--- config.mk ---
export PLATFORM = sky130hd
export DESIGN_NAME = ps2_kbd_tx
export DESIGN_NICKNAME = d
export VERILOG_FILES = /design/src/rtl/ps2_pkg.sv /design/src/rtl/ps2_tx_fifo.sv /design/src/rtl/ps2_kbd_tx.sv
export SDC_FILE = /design/constraint.sdc
export NUM_CORES = 1
export LEC_CHECK = 0
export CAP_MARGIN = 20
export CORE_MARGIN = 2
export CORE_UTILIZATION = 60
export DETAILED_ROUTE_END_ITERATION = 10
export PLACE_DENSITY = 0.87
export SYNTH_ARGS = -nofsm -noshare
export SYNTH_HDL_FRONTEND = slang
export SYNTH_SLANG_ARGS = --single-unit
--- constraint.sdc ---
create_clock -name clk -period 6.9 [get_ports clk]
set_input_delay 1.035 -clock clk [delete_from_list [all_inputs] [get_ports clk]]
set_output_delay 1.035 -clock clk [all_outputs]
set_load 0.1 [all_outputs]
--- src/rtl/ps2_pkg.sv ---
// rtl/ps2_pkg.sv - shared PS/2 keyboard transmitter types, constants and parity helper
// Purpose: FSM state encoding, frame length, scan-code constants and the odd-parity function
//          used by ps2_kbd_tx.
package ps2_pkg;

  typedef enum logic [1:0] {
    IDLE   = 2'd0,
    BIT_HI = 2'd1,
    BIT_LO = 2'd2,
    GAP    = 2'd3
  } ps2_state_t;

  localparam int PS2_FRAME_BITS = 11;

  localparam logic [7:0] PS2_BREAK = 8'hF0;
  localparam logic [7:0] PS2_EXT   = 8'hE0;

  // Parity bit that makes the total number of ones over data+parity odd.
  function automatic logic odd_parity(input logic [7:0] d);
    return ~^d;
  endfunction

endpackage

--- src/rtl/ps2_tx_fifo.sv ---
// rtl/ps2_tx_fifo.sv - synchronous scan-code FIFO for the PS/2 keyboard transmitter
// Purpose: buffers 8-bit scan codes between the byte source and the frame serialiser.
// Ports:
//   clk, reset       system clock, asynchronous active-high reset (empties the FIFO)
//   push_valid       byte offered; accepted when push_ready is high
//   push_data [7:0]  byte to store
//   push_ready       FIFO not full
//   pop              remove the oldest entry (ignored when empty)
//   rdata [7:0]      oldest entry, valid while empty is low
//   full, empty      occupancy flags
module ps2_tx_fifo #(
  parameter int DEPTH = 8
) (
  input  logic       clk,
  input  logic       reset,
  input  logic       push_valid,
  input  logic [7:0] push_data,
  output logic       push_ready,
  input  logic       pop,
  output logic [7:0] rdata,
  output logic       full,
  output logic       empty
);

  localparam int AW = $clog2(DEPTH);

  logic [7:0]    mem [DEPTH];
  logic [AW-1:0] wr_ptr;
  logic [AW-1:0] rd_ptr;
  logic [AW:0]   count;
  logic          do_push;
  logic          do_pop;

  assign full       = (count == (AW+1)'(DEPTH));
  assign empty      = (count == '0);
  assign push_ready = ~full;
  assign do_push    = push_valid & ~full;
  // Pop is qualified by the registered count, so a byte written this cycle
  // cannot be popped until the next one.
  assign do_pop     = pop & ~empty;
  assign rdata      = mem[rd_ptr];

  always_ff @(posedge clk or posedge reset) begin
    if (reset) begin
      wr_ptr <= '0;
      rd_ptr <= '0;
      count  <= '0;
    end else begin
      if (do_push) wr_ptr <= wr_ptr + AW'(1);
      if (do_pop)  rd_ptr <= rd_ptr + AW'(1);
      case ({do_push, do_pop})
        2'b10:   count <= count + (AW+1)'(1);
        2'b01:   count <= count - (AW+1)'(1);
        default: count <= count;
      endcase
    end
  end

  // Storage needs no reset: entries are only read after being written.
  always_ff @(posedge clk) begin
    if (do_push) mem[wr_ptr] <= push_data;
  end

endmodule

--- src/rtl/ps2_kbd_tx.sv ---
// rtl/ps2_kbd_tx.sv - device-side PS/2 keyboard transmitter
// Purpose: buffers scan-code bytes and serialises each as an 11-bit PS/2 frame
//          (start, 8 data LSB first, odd parity, stop), driving ps2_clk and ps2_data.
// Ports:
//   clk, reset      system clock, asynchronous active-high reset
//   in_valid        scan-code byte offered
//   in_data [7:0]   scan-code byte
//   in_ready        FIFO not full; byte taken when in_valid & in_ready
//   ps2_clk         PS/2 clock, registered, idle high
//   ps2_data        PS/2 data, registered, idle high
//   busy            frame in progress or bytes buffered
//   frame_done      one-cycle pulse at the end of the stop bit
module ps2_kbd_tx
  import ps2_pkg::*;
#(
  parameter int CLK_DIV    = 8,
  parameter int FIFO_DEPTH = 8,
  parameter int GAP_CYCLES = 16
) (
  input  logic       clk,
  input  logic       reset,
  input  logic       in_valid,
  input  logic [7:0] in_data,
  output logic       in_ready,
  output logic       ps2_clk,
  output logic       ps2_data,
  output logic       busy,
  output logic       frame_done
);

  localparam int DIV_W = $clog2(CLK_DIV);
  localparam int GAP_W = $clog2(GAP_CYCLES + 1);

  localparam logic [DIV_W-1:0] DIV_LAST = DIV_W'(CLK_DIV - 1);
  localparam logic [GAP_W-1:0] GAP_LAST = GAP_W'(GAP_CYCLES - 1);
  localparam logic [3:0]       BIT_LAST = 4'(PS2_FRAME_BITS - 1);

  ps2_state_t        state, state_nxt;
  logic [DIV_W-1:0]  div, div_nxt;
  logic [3:0]        bit_cnt, bit_nxt;
  logic [GAP_W-1:0]  gap, gap_nxt;
  logic [10:0]       shreg, shreg_nxt;
  logic              clk_nxt, data_nxt, done_nxt;
  logic              load;
  logic              pop;
  logic [7:0]        rdata;
  logic              full;
  logic              empty;

  ps2_tx_fifo #(
    .DEPTH(FIFO_DEPTH)
  ) u_fifo (
    .clk        (clk),
    .reset      (reset),
    .push_valid (in_valid),
    .push_data  (in_data),
    .push_ready (in_ready),
    .pop        (pop),
    .rdata      (rdata),
    .full       (full),
    .empty      (empty)
  );

  assign busy = (state != IDLE) | ~empty;

  always_ff @(posedge clk or posedge reset) begin
    if (reset) begin
      state      <= IDLE;
      div        <= '0;
      bit_cnt    <= '0;
      gap        <= '0;
      shreg      <= '1;
      ps2_clk    <= 1'b1;
      ps2_data   <= 1'b1;
      frame_done <= 1'b0;
    end else begin
      state      <= state_nxt;
      div        <= div_nxt;
      bit_cnt    <= bit_nxt;
      gap        <= gap_nxt;
      shreg      <= shreg_nxt;
      ps2_clk    <= clk_nxt;
      ps2_data   <= data_nxt;
      frame_done <= done_nxt;
    end
  end

  always_comb begin
    state_nxt = state;
    div_nxt   = div;
    bit_nxt   = bit_cnt;
    gap_nxt   = gap;
    shreg_nxt = shreg;
    clk_nxt   = ps2_clk;
    data_nxt  = ps2_data;
    done_nxt  = 1'b0;
    load      = 1'b0;
    pop       = 1'b0;

    case (state)
      IDLE: begin
        clk_nxt  = 1'b1;
        data_nxt = 1'b1;
        load     = ~empty;
      end
      BIT_HI: begin
        if (div == DIV_LAST) begin
          clk_nxt   = 1'b0;
          div_nxt   = '0;
          state_nxt = BIT_LO;
        end else begin
          div_nxt = div + DIV_W'(1);
        end
      end
      BIT_LO: begin
        if (div == DIV_LAST) begin
          clk_nxt = 1'b1;
          div_nxt = '0;
          if (bit_cnt == BIT_LAST) begin
            data_nxt  = 1'b1;
            done_nxt  = 1'b1;
            gap_nxt   = '0;
            state_nxt = GAP;
          end else begin
            // Data only moves on the ps2_clk rising edge; shreg[1] is the bit after the current one.
            data_nxt  = shreg[1];
            shreg_nxt = {1'b1, shreg[10:1]};
            bit_nxt   = bit_cnt + 4'd1;
            state_nxt = BIT_HI;
          end
        end else begin
          div_nxt = div + DIV_W'(1);
        end
      end
      GAP: begin
        clk_nxt  = 1'b1;
        data_nxt = 1'b1;
        if (gap == GAP_LAST) begin
          state_nxt = IDLE;
          // Start the next queued byte straight out of the gap so back-to-back
          // frames are separated by exactly GAP_CYCLES idle cycles.
          load      = ~empty;
        end else begin
          gap_nxt = gap + GAP_W'(1);
        end
      end
      default: state_nxt = IDLE;
    endcase

    if (load) begin
      pop       = 1'b1;
      shreg_nxt = {1'b1, odd_parity(rdata), rdata, 1'b0};
      data_nxt  = 1'b0;
      clk_nxt   = 1'b1;
      bit_nxt   = '0;
      div_nxt   = '0;
      state_nxt = BIT_HI;
    end
  end

endmodule

==> impl_metrics.yaml <==
synth:
  yosysUniqueCellTypes: 37
  synth_area_per_cell_sq_um: 15.3
  yosys_warnings: 0
  netlist_instances: 291
  synth_nets: 318
  synth_area_leaders: "edfxtp_1, dfrtp_1, dfstp_2"
  synth_top_area_cell: "edfxtp_1"
  yosys.area.top_type_share_pct: 43.3
  synth_area_sq_um: 4440
  ys_ff_latch: 100
  synth_seq_area_share_pct: 63.8
worst_setup_path:
  path_cells: "nor4_1 -> nand2_1 -> clkdlybuf4s50_1"
  worstSetupPathType: "flip-flop to primary output"
  cp-start-kind: "flip-flop"
  worstPathRequired_ns: 5.86
  r2r_slack_ns: 4.09
  end_kind: "primary output"
  slowest_delay_ns: 0.99
  critPathBufInv: 1
  worstPathMaxFanout: 7
  cp_slowest_cell: "clkdlybuf4s50_1"
  critical-path-top-delay-family: "buffers and inverters"
  worstPathArrival_ns: 2.46
timing:
  worst_pin_slew_ns: 1.02
  final.min_clock_period_ns: 3.50
  hold_viol: 0
  finalSetupTns_ns: 0
  drv_slew: 0
  fin_skew_ns: 0.00645
  finalCritPeriodShare_pct: 50.7
  setup_viol: 0
  fmax_ghz: 0.286
  grt_setup_unrepaired: "false"
  relSlewSlack_pct: 31.9
placed_design:
  numPortBuffers: 15
  hpwl_microns: 4690
  dpl_cell_area_sq_um: 4710
  routabilityCongestion: 0.762
detailed_routing:
  remaining_drc_errors: 0
  via_per_inst: 5.65
  drt_iter0_drc: 95
  vias: 2356
  dr.pass1.iters: 4
  ant_nets: 0
  avgRoutedWirePerCell_microns: 16.9
  drt_wl_total_microns: 7050
global_routing:
  antenna_found_initial: 0
  overflow: 0
  grt_pass1_wl_microns: 11400
  first_global_vias: 2315
  grt.total_usage_pct: 18.2
  grt_max_degree: 37
power:
  power_mw: 2.14
  p_per_area_nw_per_um2: 435
  leakage_nw: 1.81
  ir_worst_vdd_mv: 0.227
clock_tree:
  postCtsSetupBuffers: 0
  path_clk_slew_ns: 0.10
  root_buffer: "clkbuf_8"
  numCtsBuffers: 9
  clock_latency_ns: 0.36
  clock-sinks: 100
  cts_resized: 0
  hold_buffers: 0
  cts.htree.levels: 3
  cts_tree: "yes"
  clockBufferDepth: 2
status:
  status: "finished, final reports clean"
final_layout:
  synthToLayoutAreaGrowth_pct: 10.4
  nFillCells: 494
  design_area_sq_um: 4910
  antenna_cells: 0
  drive_above_1_share_pct: 18.6
  final_nets: 340
die:
  die_x_microns: 90.1
  pin_count: 16
  dieArea_sq_um: 8110
  core_area_sq_um: 7210
  rows: 31
  die_height_microns: 90.1
  start_util_pct: 61.6
job:
  maxCapViolCount: 0
min_path:
  hold_path_class: "flip-flop to flip-flop"
-- layout by cell type, fill, tap and decap left out, drive strengths merged, types with 6 or more instances in the layout --
master	Yosys	routed
dfstp	11	11
xor2	8	8
dfrtp	25	25
nand2b	6	6
o21ai	14	14
xnor2	11	11
nor3	9	9
a21oi	10	10
edfxtp	64	64
clkdlybuf4s50	0	15
buf	7	8
inv	8	13
mux2i	10	10
nor2	21	21
ha	16	16
mux4	16	16
nand2	19	19
mux2	12	12
clkbuf	5	9
-- worst min-delay path, delay by kind of cell, from the launching register on --
family	cells	cell delay (ns)
flops	1	0.38
compound gates	1	0.05
simple gates	1	0.04
-- logic make-up (layout without fill, tap and decap cells) --
family / after synthesis / in the layout / synth area share, %
AOI/OAI and AO/OA: 30 / 30 / 3.83
xor gates and xnor gates: 19 / 19 / 3.75
adders and majority gates: 16 / 16 / 4.51
buffers and inverters: 20 / 47 / 2.31
DFF: 100 / 100 / 63.8
muxes: 38 / 38 / 14.6
and+or+nand+nor: 68 / 68 / 7.21
-- area by class of cell --
type / instances / area, sq um / area share, %
Clock inverter: 7 / 72.6 / 1.48
Sequential cell: 100 / 2840 / 57.8
Multi-Input combinational cell: 171 / 1510 / 30.8
Inverter: 8 / 30.0 / 0.612
Tap cell: 99 / 124 / 2.52
Timing Repair Buffer: 23 / 210 / 4.28
Clock buffer: 9 / 124 / 2.52
-- synthesized netlist by cell type, drive strengths merged --
cell type / number
a211o: 1
a211oi: 2
a21oi: 10
a22o: 2
a311oi: 1
and3: 1
buf: 7
clkbuf: 5
dfrtp: 25
dfstp: 11
edfxtp: 64
ha: 16
inv: 8
mux2: 12
mux2i: 10
mux4: 16
nand2: 19
nand2b: 6
nand3: 3
nand3b: 1
nand4: 1
nand4bb: 1
nor2: 21
nor2b: 2
nor3: 9
nor4: 2
nor4bb: 1
o21ai: 14
or3: 1
xnor2: 11
xor2: 8
-- power by group --
part	leakage, nW	switching, mW	internal, mW
Combinational	0.700	0.425	0.399
Clock	0.0992	0.217	0.144
Sequential	1.01	0.144	0.806
Total	1.81	0.786	1.35
-- state kept, by name, indices dropped and copies added (netlist names) --
| register | cells |
|---|---|
| ps2_clk | 1 |
| gap | 5 |
| u_fifo.wr_ptr | 3 |
| div | 3 |
| ps2_data | 1 |
| u_fifo.mem | 64 |
| state | 2 |
| u_fifo.rd_ptr | 3 |
| u_fifo.count | 4 |
| frame_done | 1 |
| bit_cnt | 4 |
| shreg | 9 |
-- stage by stage --
step	utilization, %	std cells	worst slack, ns	hold slack, ns
CTS	68.0	417	3.37	0.476
global placement	65.3	401	3.76	0.457
floorplan	-	291	3.95	0.450
detailed placement	65.3	401	3.78	0.462
finish	68.0	417	3.40	0.475
global route	68.0	417	3.30	0.497
-- worst paths after layout --
check	start	end	cells after the start
max	u_fifo.count[0]$_DFFE_PP0P_	busy	3
min	ps2_clk$_DFFE_PP1P_	ps2_clk$_DFFE_PP1P_	2
max reg2reg	gap[0]$_DFFE_PP0P_	u_fifo.count[2]$_DFFE_PP0P_	12
min reg2reg	ps2_clk$_DFFE_PP1P_	ps2_clk$_DFFE_PP1P_	2
max in group asynchronous	reset	shreg[4]$_DFFE_PP1P_	3
min in group asynchronous	reset	u_fifo.wr_ptr[2]$_DFFE_PP0P_	3
-- layer usage --
layer	wire [microns]	track usage [%]	share of wire, %	up-vias
met5	0	0	0	-
met4	65	4.23	0.92	0
met3	268	4.86	3.8	6
met2	3630	31.6	52	43
met1	3080	23.2	44	1184
li1	-	-	-	1123
Note: power is estimated with default switching activity, not from simulation.
==> edit, RTL diff (same flow settings) <==
Change the parameter `GAP_CYCLES` from 16 to 32.
--- a/src/rtl/ps2_kbd_tx.sv
+++ b/src/rtl/ps2_kbd_tx.sv
@@ -15,7 +15,7 @@
 #(
   parameter int CLK_DIV    = 8,
   parameter int FIFO_DEPTH = 8,
-  parameter int GAP_CYCLES = 16
+  parameter int GAP_CYCLES = 32
 ) (
   input  logic       clk,
   input  logic       reset,
Behaviour: same outputs for any inputs over 10 cycles, from zero or initial values and one cycle with reset high; that may be too few to reach the edited logic, so the function may still have changed.
==> edit against the unedited design <==
First-iteration DRC count rose by 32%; sequential cell count rose by 1; setup slack improved by 0.12 ns; area after synthesis rose by 1.5%; wire length rose by 5.9%; die area rose by 1.4%; final area rose by 1.7%; count of clock-buffer cells in the layout did not move; utilization rose by 0.79 points; largest cell class unchanged.
Power is not compared: it rests on default switching activity, and its combinational part moved more than twofold at a synthesized area within 25%.
==> edit: results (changes against the unedited design) <==
metric	value	unit	change
timing.rr.start	state[0]$_DFFE_PP0P_		was gap[0]$_DFFE_PP0P_
cts_setup_buffers	0		unchanged
diodes	0		unchanged
grt_use_met2	34.6	%	was 31.6%
dr.pass1.iters	4		unchanged
drive_gt1_share	19.7	%	was 18.6%
grt_pass1_wl	12.3	mm	was 11.4 mm
crit_slowest_cell	clkdlybuf4s50_1		unchanged
crit_arrival	2.34	ns	was 2.46 ns
clk_pin_slew	0.11	ns	
grt_use_total	19.7	%	was 18.2%
fillers	477		was 494
yosys-top-cells-count	64 x edfxtp_1, 26 x dfrtp_1, 23 x nor2_1		was 64 x edfxtp_1, 25 x dfrtp_1, 21 x nor2_1
dpl.hpwl	5.05	mm	was 4.69 mm
clock_skew	0.0162	ns	was 0.00645 ns
synth_edf_count	64		unchanged
clock_latency	0.37	ns	
ys_seq_area_share	63.5	%	was 63.8%
ir_drop	0.189	mV	
synthArstFlopShare	36.6	%	was 36.0%
place.gp.congestion	0.777		was 0.762
cts_buffers	9		unchanged
hold_path.class	reg2reg		unchanged
synth_warnings	0		unchanged
critPathMaxFanout	7		unchanged
slowest_delay	1.00	ns	
drt_iter0_drc	125		was 95
grt_max_degree	38		was 37
synth_cell_types	46		was 37
wl	7.46	mm	was 7.05 mm
hold_start	gap[5]$_DFFE_PP0P_		was ps2_clk$_DFFE_PP1P_
worst_pin_slew	0.965	ns	was 1.02 ns
dp_slack	3.74	ns	was 3.78 ns
antenna_found_initial	0		unchanged
cts-root-buf	clkbuf_8		unchanged
vias	2399		was 2356
nets	341		was 340
status	completed		unchanged
htree_levels	3		unchanged
synth_area_leaders	edfxtp_1 43%, dfrtp_1 14%, mux4_2 7.0%		was edfxtp_1 43%, dfrtp_1 14%, dfstp_2 6.5%
worstSetupStartpoint	u_fifo.count[1]$_DFFE_PP0P_		was u_fifo.count[0]$_DFFE_PP0P_
synthesis.nets	317		was 318
grt_util_met3	5.01	%	was 4.86%
numPortBuffers	15		unchanged
gr-usage-met1	23.5	%	was 23.2%
reg.largest.list	u_fifo.mem x64, shreg x9, gap x6		was u_fifo.mem x64, shreg x9, gap x5
p_int	951	uW	
cts_resized	0		unchanged
edit: cells by family after synthesis:
logic type / share of synthesized area [%]
xor+xnor: 3.86
compound gates: 4.94
simple gates: 7.21
mux: 14.1
buf+inv: 2.25
flops: 63.5
fa+ha+maj: 4.16
edit: worst max-delay path: cells and delay by family (launching register included):
family                 cells  cell delay (ns)
buffers and inverters      1             1.00
DFF                        1             0.47
and+or+nand+nor            2             0.51
edit: worst paths after layout:
kind | endpoint | slack, ns | cells after the start
min in group asynchronous | u_fifo.count[2]$_DFFE_PP0P_ | 1.07 | 3
worst max register to register | u_fifo.count[3]$_DFFE_PP0P_ | 4.00 | 11
worst min-delay path | gap[5]$_DFFE_PP0P_ | 0.50 | 1
worst min register to register | gap[5]$_DFFE_PP0P_ | 0.50 | 1
worst max-delay path | in_ready | 3.52 | 3
max in group asynchronous | shreg[7]$_DFFE_PP1P_ | 5.45 | 3
edit: metrics by stage:
| stage | instances | area, um^2 | util (%) |
|---|---|---|---|
| after floorplan | 291 | 4510 | - |
| after global placement | 398 | 4740 | 65.4 |
| after detailed placement | 398 | 4740 | 65.4 |
| after CTS | 414 | 4940 | 68.1 |
| after global routing | 419 | 4990 | 68.8 |
| final | 419 | 4990 | 68.8 |
edit: power groups by stage:
| stage | logic [uW] | registers, uW | clock network [uW] |
|---|---|---|---|
| floorplan | 142 | 768 | 0 |
| global route | 217 | 777 | 394 |
| detailed placement | 194 | 781 | 0 |
| CTS | 195 | 769 | 372 |
| finish | 197 | 769 | 360 |
| global placement | 185 | 774 | 0 |
edit: area by class of cell:
class                   instances  area, um^2  share of cell area (%)
repair buffers                 24         233                    4.66
well taps                      99         124                    2.48
multi-input cells             172        1550                    31.0
clock buffers                   9         124                    2.48
clock inverters                 7        72.6                    1.45
inverters                       7        26.3                   0.527
flip-flops and latches        101        2860                    57.3
edit: metal layers:
metal / part of all wire (%) / vias to the layer above
met5: 0 / -
met4: 1.3 / 0
met3: 3.3 / 8
met2: 55 / 44
met1: 41 / 1199
li1: - / 1148
